`src/rtl/rr3_pkg.sv`:
```
// Shared types and helpers for the three-way round-robin arbiter.
package rr3_pkg;

  localparam int NREQ = 3;

  typedef enum logic [0:0] {
    IDLE = 1'b0,
    OWN  = 1'b1
  } state_t;

  typedef logic [1:0] ptr_t;

  // Encoding 3 is unreachable but treated as 0, so its successor is 1.
  function automatic ptr_t next_idx(input ptr_t i);
    ptr_t n;
    case (i)
      2'd0:    n = 2'd1;
      2'd1:    n = 2'd2;
      2'd2:    n = 2'd0;
      default: n = 2'd1;
    endcase
    return n;
  endfunction

  function automatic logic [2:0] pick(input logic [2:0] req, input logic [2:0] mask,
                                      input ptr_t ptr);
    logic [2:0] elig;
    logic [2:0] win;
    ptr_t       p;
    elig = req & ~mask;
    win  = 3'b000;
    p    = (ptr == 2'd3) ? 2'd0 : ptr;
    for (int k = 0; k < NREQ; k++) begin
      if (win == 3'b000 && elig[p]) win[p] = 1'b1;
      p = next_idx(p);
    end
    return win;
  endfunction

endpackage

```
`src/rtl/rr3_arbiter_ptr.sv`:
```
// Mod-3 priority pointer register; loads a new index when advanced.
module rr3_ptr
  import rr3_pkg::*;
(
  input  logic clk,
  input  logic res,
  input  logic adv,
  input  ptr_t ld,
  output ptr_t ptr
);

  always_ff @(posedge clk) begin
    if (!res)     ptr <= 2'd0;
    else if (adv) ptr <= (ld == 2'd3) ? 2'd0 : ld;
  end

endmodule

```
`src/rtl/rr3_arbiter.sv`:
```
// Three-requester round-robin arbiter with held ownership and registered one-hot grant.
// Optional hold watchdog compiled in with RR3_TIMEOUT_EN.
module rr3_arbiter
  import rr3_pkg::*;
#(
  parameter int MAX_HOLD = 15
) (
  input  logic       clk,
  input  logic       res,
  input  logic [2:0] req,
  output logic [2:0] gnt,
  output logic [1:0] ptr,
  output logic       busy,
  output logic       timeout
);

  if (MAX_HOLD < 1 || MAX_HOLD > 255) begin : g_bad_max_hold
    $error("rr3_arbiter: MAX_HOLD must be in 1..255");
  end

  state_t     state;
  ptr_t       owner;
  logic [2:0] win;
  logic [2:0] mask;
  logic       release_own;
  logic       revoke;
  logic       adv;

  assign owner       = gnt[0] ? 2'd0 : (gnt[1] ? 2'd1 : 2'd2);
  assign release_own = (state == OWN) && !req[owner];
  assign win         = pick(req, mask, ptr);
  assign adv         = release_own || revoke;
  assign busy        = |gnt;

`ifdef RR3_TIMEOUT_EN
  localparam logic [7:0] HOLD_LIM = 8'(MAX_HOLD);

  logic [7:0] hold_cnt;
  logic       timeout_q;

  assign revoke  = (state == OWN) && req[owner] && (hold_cnt == HOLD_LIM);
  assign timeout = timeout_q;

  // A mask bit survives only while its requester keeps req high.
  always_ff @(posedge clk) begin
    if (!res) begin
      hold_cnt  <= 8'd0;
      mask      <= 3'b000;
      timeout_q <= 1'b0;
    end else begin
      timeout_q <= revoke;
      mask      <= (mask & req) | (revoke ? gnt : 3'b000);
      if (state == IDLE) hold_cnt <= 8'd0;
      else               hold_cnt <= hold_cnt + 8'd1;
    end
  end
`else
  assign revoke  = 1'b0;
  assign mask    = 3'b000;
  assign timeout = 1'b0;
`endif

  always_ff @(posedge clk) begin
    if (!res) begin
      state <= IDLE;
      gnt   <= 3'b000;
    end else begin
      case (state)
        IDLE: begin
          if (win != 3'b000) begin
            gnt   <= win;
            state <= OWN;
          end
        end
        default: begin
          if (release_own || revoke) begin
            gnt   <= 3'b000;
            state <= IDLE;
          end
        end
      endcase
    end
  end

  rr3_ptr u_ptr (
    .clk (clk),
    .res (res),
    .adv (adv),
    .ld  (next_idx(owner)),
    .ptr (ptr)
  );

endmodule

```
`config.mk`:
```
export PLATFORM = sky130hd
export DESIGN_NAME = rr3_arbiter
export DESIGN_NICKNAME = d
export VERILOG_FILES = /design/src/rtl/rr3_pkg.sv /design/src/rtl/rr3_arbiter_ptr.sv /design/src/rtl/rr3_arbiter.sv
export SDC_FILE = /design/constraint.sdc
export NUM_CORES = 1
export LEC_CHECK = 0
export ABC_AREA = 1
export CORE_MARGIN = 2
export CORE_UTILIZATION = 40
export CTS_CLUSTER_SIZE = 16
export DETAILED_ROUTE_END_ITERATION = 8
export GPL_TIMING_DRIVEN = 0
export PLACE_DENSITY_LB_ADDON = 0.08
export RECOVER_POWER = 100
export SKIP_CTS_REPAIR_TIMING = 1
export SYNTH_ARGS = -nofsm -noshare
export SYNTH_HDL_FRONTEND = slang
export SYNTH_HIERARCHICAL = 1
export SYNTH_SLANG_ARGS = --single-unit
```
`constraint.sdc`:
```
create_clock -name clk -period 2.1 [get_ports clk]
set_input_delay 0.21 -clock clk [delete_from_list [all_inputs] [get_ports clk]]
set_output_delay 0.21 -clock clk [all_outputs]
set_load 0.1 [all_outputs]
```
==> results.md, run 1 <==
Synthesis:
- In the post-synthesis netlist, the cell with the most instances is sky130_fd_sc_hd__nand2_1.
- In the synthesized netlist, the cells that appear most often are sky130_fd_sc_hd__nand2_1, sky130_fd_sc_hd__inv_1, sky130_fd_sc_hd__nand3_1, sky130_fd_sc_hd__nor2_1, sky130_fd_sc_hd__dfxtp_1.
- For this run, asynchronously set or reset flops after synthesis account for 0.
- The share of the synthesized area in the top cell type is 0.194.
- Ranked by total cell area, the synthesized netlist is headed by sky130_fd_sc_hd__dfxtp_1, sky130_fd_sc_hd__nand2_1, sky130_fd_sc_hd__inv_1, sky130_fd_sc_hd__ha_1, sky130_fd_sc_hd__nand3_1.
- Summed over all instances, the cell type with the most area after synthesis is sky130_fd_sc_hd__dfxtp_1.
- Averaged over all synthesized cells, the footprint is a little over 6 um2.
- The share of the Yosys chip area taken by registers is 0.194.
- Among all flip-flop cells after synthesis, the most frequent one is sky130_fd_sc_hd__dfxtp_1.
- The post-synthesis instance total is approximately 100.
- The netlist uses 24 different library cells.
- The synthesized cell area is 619 um2.
- When the netlist entered floorplanning its net count stood at 111.
- The number of synthesized flops with an enable pin is 0.
- The flip-flop and latch count after synthesis is 6.
- The Yosys warning count is 6.

Drt:
- Detailed routing inserted a total of 686 vias.
- For this block, the initial DRC count from the detailed router was 13.
- The number of routed nets with antenna violations is 0.
- The detailed-route vias per instance is around 4.9.
- The length of the first detailed-routing pass in iterations is 4.
- Summed over all layers, the routed wires come to 1420 um.
- The DRC violations left is 0.
- In the final routed layout, each cell accounts on average for 10.2 um.

Setup path:
- The highest cell delay on the worst timing path is between 1000 and 1500 ps.
- The number of cells on the worst reg-to-reg path is 16.
- The capturing instance or port of the critical path is gnt[0].
- The data required time of the critical path is roughly 1900 ps.
- STA classifies the critical path startpoint as a register.
- The critical path's slowest cell is sky130_fd_sc_hd__clkdlybuf4s50_1.
- The biggest fanout along the worst timing path is 6.
- Among cell families on the critical path, the largest total delay comes from buffers and inverters.
- The endpoint class of the critical path is a primary output.
- STA puts the critical path data arrival time at ~1800 ps.
- The start-to-end type of the worst setup path is reg2out.
- The startpoint of the most critical setup path is gnt[0].
- The signal on the critical path passes through clkdlybuf4s50_1.
- The critical path depth is 1.
- The setup check on the worst reg-to-reg path leaves a slack of around 110 ps.
- The worst flop-to-flop path endpoint is gnt[0].
- The worst path buffer plus inverter count is 1.
- The startpoint identified for the worst register-to-register timing path is u_ptr/ptr[1].

STA:
- Setup violations remaining at the end of the flow were counted as 0.
- Dividing the final minimum period by the clock period gives 0.967.
- The number of max-slew violations in the final report is 0.
- The transition at the pin with the smallest max-transition slack is ~1200 ps.
- The post-layout minimum cycle time is roughly 2000 ps.
- The final worst slack is between 60 and 70 ps.
- In this run the tightest slew margin relative to its limit is 0.233.
- The peak clock frequency supported by timing is 492 MHz.
- The total negative slack for setup checks is 0 ps.
- The worst clock skew is 7.97 ps.
- The number of endpoints with negative hold slack in the final report is 0.

Clock tree:
- The worst-skew pair later-pin latency is approximately 250 ps.
- The clock root buffer is sky130_fd_sc_hd__clkbuf_4.
- The H-tree depth is 1.
- The clock transition at the registers of the reported paths is 40 ps.
- The maximum count of clock buffers along a single path is 2.
- Clock tree synthesis inserted a total of 3 buffers.
- The count of clock tree sinks is 6.
- The clock tree from TritonCTS is built.

Floorplan:
- In this run the count of I/O pins placed on the die edge is 12.
- The die is about 43 um wide.
- Row generation in the floorplan step produced 14 rows.
- The floorplan step set the die height to 43.4 um.
- The starting density of the core is 0.421.
- The floorplan die area is 0.00188 mm2.
- The core region area is 0.00147 mm2.

Run:
- Across the run, the number of max-cap violations was 0.

Cells and area:
- In the final design database the tool counted 133 nets.
- 0 antenna diodes ended up in the layout.
- The layout filler cell count is 161.
- The share of layout cells above drive strength 1 is 0.236.
- The area growth from synthesis to final layout is 35.6%.
- Leaving out filler cells and counting taps, the final layout contains 139.
- The final design area excluding fillers is around 840 um2.

Hold path:
- The worst min-delay path category is reg2reg.

Placement:
- Once detailed placement completed, the half-perimeter wirelength came to between 1000 and 1500 um.
- The placed instances occupy a cell area of 759 um2.
- Counting tap cells, the placed design contains a total of between 100 and 150 instances.
- The count of port buffers added during placement is 10.
- Routability-driven placement finished with a final weighted congestion of ~0.84.
- Prior to clock tree synthesis, the placed netlist has a worst setup slack of 19.3 ps.

Power and ir drop:
- The largest voltage drop on the vdd net is 0.883 mV.
- The power density over the cells is around 1800 mW/mm2.
- The analysis attributes to cell leakage a power of 0.412 nW.
- The total power is 0.00148 W.

Global route:
- The pin count of the biggest net entering global routing is 10.
- Summed over all layers, the global routing overflow is 0.
- The overall fraction of global-route tracks in use is 0.154.
- The first global-routing pass estimated 2200 um of wire.
- The number of antenna violations at the first check in global routing came to 0.
- The via count of the first global-routing pass is 566.

Run status:
- The flow ran to the end, and the final reports show no timing, DRC or antenna violations.
==> flip-flops by register name (all words and copies together) (netlist names) <==
name and cells:
state 1, gnt 3, u_ptr/ptr 2
==> per-layer routing <==
layer,global-route usage,part of all wire,vias up
met4,0.109,0.0057,0
met5,0,0,-
met3,0.0167,0.037,2
met2,0.251,0.50,11
met1,0.188,0.46,304
li1,-,-,369
==> cell families after synthesis <==
kind of cell    synth area share
simple gates               0.410
buf+inv                    0.164
compound gates             0.145
flops                      0.194
fa+ha+maj                 0.0808
other cells              0.00605
==> power breakdown <==
| group | internal, W | switching [W] |
|---|---|---|
| combinational | 0.000398 | 0.000778 |
| clock | 0.0000721 | 0.0000435 |
| sequential | 0.000159 | 0.0000329 |
==> placed cells by master (no fill, tap or decap), types with 2 or more instances in the layout <==
master and n:
sky130_fd_sc_hd__dfxtp_1 4, sky130_fd_sc_hd__o211ai_1 2, sky130_fd_sc_hd__nand2_1 21, sky130_fd_sc_hd__nand3_1 9, sky130_fd_sc_hd__o21ai_0 2, sky130_fd_sc_hd__buf_4 8, sky130_fd_sc_hd__inv_2 3, sky130_fd_sc_hd__nand2_2 4
sky130_fd_sc_hd__clkdlybuf4s50_1 7, sky130_fd_sc_hd__clkbuf_4 3, sky130_fd_sc_hd__inv_1 18, sky130_fd_sc_hd__nor2_1 8, sky130_fd_sc_hd__dlygate4sd3_1 2, sky130_fd_sc_hd__ha_1 3, sky130_fd_sc_hd__nand3_2 3, sky130_fd_sc_hd__nand4_1 3
sky130_fd_sc_hd__o21ai_1 3, sky130_fd_sc_hd__dfxtp_4 2, sky130_fd_sc_hd__a21oi_1 5, sky130_fd_sc_hd__nor2_4 2, sky130_fd_sc_hd__clkbuf_1 3
==> how the worst min path moves through the flow <==
stage,from,endpoint,depth (start not counted)
after CTS,gnt[2],gnt[2],2
after global placement,gnt[2],gnt[2],2
after floorplan,res,state,2
after global routing,gnt[2],gnt[2],2
final,gnt[2],gnt[2],2
after detailed placement,gnt[2],gnt[2],2
==> cell type report <==
cell class,instances,area (um2),area share
buffer,3,22.5,0.0268
clock buffer,4,26.3,0.0313
inverter,21,78.8,0.0939
multi-input combinational,72,418,0.498
sequential,6,128,0.152
tap,16,20.0,0.0238
timing repair buffer,17,146,0.174
==> metrics by stage <==
step | hold WS [ps] | utilization
after floorplan | 308 | -
final | 505 | 0.571
after global routing | 543 | 0.571
after detailed placement | 503 | 0.516
after CTS | 514 | 0.534
after global placement | 499 | 0.516
No activity file was read; power rests on OpenSTA's default activity.
==> inputs of run 2 (changes only) <==
- GPL_ROUTABILITY_DRIVEN: not set -> 0
- clock period: 2.1 -> 2.3 ns (I/O delays scaled with it)
==> run 2 against run 1 <==
Compared with the run above:
- cell count down 5.0%
- register-to-register slack gained 160 ps
- first-iteration DRC count down 38%
- cell area is 8.3% lower
- global-route usage is 1.4 points higher
- critical path depth grew 2
- worst setup slack better by 75 ps
- clock-buffer cell count is the same
- flip-flop and latch count unchanged
- critical path type unchanged
==> results.md, run 2 (synthesis results as in run 1) <==
STA:
- The number of endpoints with negative hold slack in the final report is 0 (unchanged).
- The peak clock frequency supported by timing is 464 MHz.
- The number of max-slew violations in the final report is 0 (unchanged).
- The transition at the pin with the smallest max-transition slack was 975 ps (-181 ps).
- The post-layout minimum cycle time is 2160 ps.
- The worst clock skew is 8.06 ps (+0.0858 ps).
- Setup repair after global routing left no endpoint under its margin.
- The number of endpoints failing setup at the final stage came to 0 (unchanged).
- The worst slew slack as a fraction of its limit is 0.348 (+0.115).
- The fraction of the cycle the final worst path needs is 0.937.
- The total negative slack for setup checks came to 0 ps (unchanged).

Drt:
- The length of the first detailed-routing pass in iterations was 4 (unchanged).
- The DRC violation total after the first TritonRoute iteration is 8 (-5).
- The wire length on met3 is 41 um (-21%).
- The number of vias in the routed layout is 641 (-6.6%).
- The number of routed nets with antenna violations came to 0 (unchanged).
- The met2 wirelength from detailed routing is 602 um (-14%).
- The detailed router used layers up to and including met4.
- The final routed wirelength across all metal layers is 1300 um (-8.4%).
- The length of routed wiring on met1 is 643 um (-1.2%).
- The DRC violations left came to 0 (unchanged).
- The final routed wire length divided by cell count is 9.82 um (-3.6%).
- The detailed-route vias per instance is 4.86 (-1.6%).

Cells and area:
- From synthesis to final layout, the design area changed by 24.2%.
- In the final layout, the registers with the most flip-flops are gnt (3), u_ptr/ptr (2), state (1).
- The net total in the final layout is 126 (-5.3%).
- The total area of multi-input combinational cells is 397 um2 (-5.1%).
- The number of flip-flops in the largest register was 3 (unchanged).
- The most common cell after layout, fill and taps aside is sky130_fd_sc_hd__nand2_1.
- In the layout the commonest cells are sky130_fd_sc_hd__nand2_1, sky130_fd_sc_hd__inv_1, sky130_fd_sc_hd__nand3_1.
- The number of diodes is 0 (unchanged).
- The register with the most flip-flops in the final layout is gnt.
- The share of layout cells above drive strength 1 came to 0.164 (-0.0720).
- The final non-filler cell total is 132 (-5.0%).
- The layout filler cell count was 161 (unchanged).
- The area used by sequential logic in the layout was 125 um2 (-2.0%).

Placement:
- The count of port buffers added during placement was 10 (unchanged).
- The placed wire-length estimate is 1060 um (+5.2%).
- The cell count after placement was 128 (unchanged).

Clock tree:
- The worst-skew pair later-pin latency was 240 ps (about the same).
- The number of buffers created by CTS was 3 (unchanged).
- The count of clock tree sinks is 6 (unchanged).
- The clock root buffer is sky130_fd_sc_hd__clkbuf_4.
- The clock tree from TritonCTS is built.
- The H-tree depth is 1 (unchanged).
- The maximum count of clock buffers along a single path is 2 (unchanged).
- The clock transition at the registers of the reported paths came to 40 ps (about the same).

Hold path:
- The worst min-delay path category is reg2reg.

Setup path:
- The data required time of the critical path came to 2070 ps (+180 ps).
- The worst setup path is launched from a register.
- The critical path's slowest cell is sky130_fd_sc_hd__clkdlybuf4s50_1.
- Walking the worst path, the cells encountered are nor2_1, nand2_1, clkdlybuf4s50_1.
- The highest cell delay on the worst timing path came to 1130 ps (-40 ps).
- The biggest fanout along the worst timing path is 6 (unchanged).
- The endpoint class of the critical path is a primary output.
- By startpoint and endpoint, the worst setup path is classified as reg2out.
- The endpoint arrival time on the critical path came to 1930 ps (+110 ps).

Floorplan:
- The count of pins on the block boundary is 12 (unchanged).
- The die extent in x came to 43.4 um (unchanged).
- The floorplan die area is 0.00188 mm2 (unchanged).
- The y dimension of the die came to 43.4 um (unchanged).
- The core region area is 0.00147 mm2 (unchanged).
- The number of core rows is 14 (unchanged).
- The starting density of the core is 0.421 (unchanged).

Run:
- The total of max-cap violations is 0 (unchanged).

Global route:
- The via count of the first global-routing pass came to 609 (+7.6%).
- The global-route wire length before repair was 2440 um (+11%).
- The pin count of the biggest net entering global routing was 10 (unchanged).
- The number of antenna violations at the first check in global routing came to 0 (unchanged).
- The aggregate global routing overflow came to 0 (unchanged).
- The overall fraction of global-route tracks in use was 0.168 (+0.0137).

Run status:
- The run finished with clean final reports.
-- run 2: cell types whose count changed in the layout (fill, tap and decap cells not counted), sizes merged --
cell	delta
dlygate4sd3	+3
clkbuf	-1
clkdlybuf4s50	-2
buf	-7
-- run 2: layout make-up --
type	count	area share
Clock buffer	4	0.0341
Inverter	21	0.102
Timing Repair Buffer	10	0.130
Multi-Input combinational cell	72	0.515
Sequential cell	6	0.163
Tap cell	16	0.0260
Buffer	3	0.0293
-- run 2: per-stage QoR --
stage          setup slack (ps)  utilization  hold WS [ps]  instance area (um2)
2_1_floorplan              51.6            -           328                  624
3_3_place_gp                208        0.506           498                  744
3_5_place_dp                209        0.506           504                  744
4_1_cts                     131        0.524           512                  771
5_1_grt                    26.7        0.523           540                  769
6_report                    145        0.523           502                  769
-- run 2: worst max-delay path, delay by kind of cell (launching register included) --
kind                   cells  cell delay [ps]
buffers and inverters      1             1130
DFF                        1              400
and+or+nand+nor            2              150
-- run 2: path summary, 6_finish.rpt --
check                                   from  endpoint  slack, ps  cells past startpoint
worst max-delay path                  gnt[0]      busy        140                      3
worst min-delay path                  gnt[2]    gnt[2]        500                      2
worst max register to register  u_ptr/ptr[0]    gnt[0]        270                     15
worst min register to register        gnt[2]    gnt[2]        500                      2
-- run 2: layer usage --
layer,track usage,vias up
li1,-,345
met1,0.229,283
met2,0.260,11
met3,0.0292,2
met4,0.0727,0
met5,0,-
Power of run 2 is left out: the tool's default activity adds up to more than one toggle a clock period on the data nets, which glitch-free logic cannot reach.
==> inputs of run 3 (changes only) <==
- CTS_CLUSTER_SIZE: 16 -> not set
==> results of run 3 <==
The final DEF is identical to that of run 2; final timing and power are the same.
Power of run 3 is left out for the same reason.
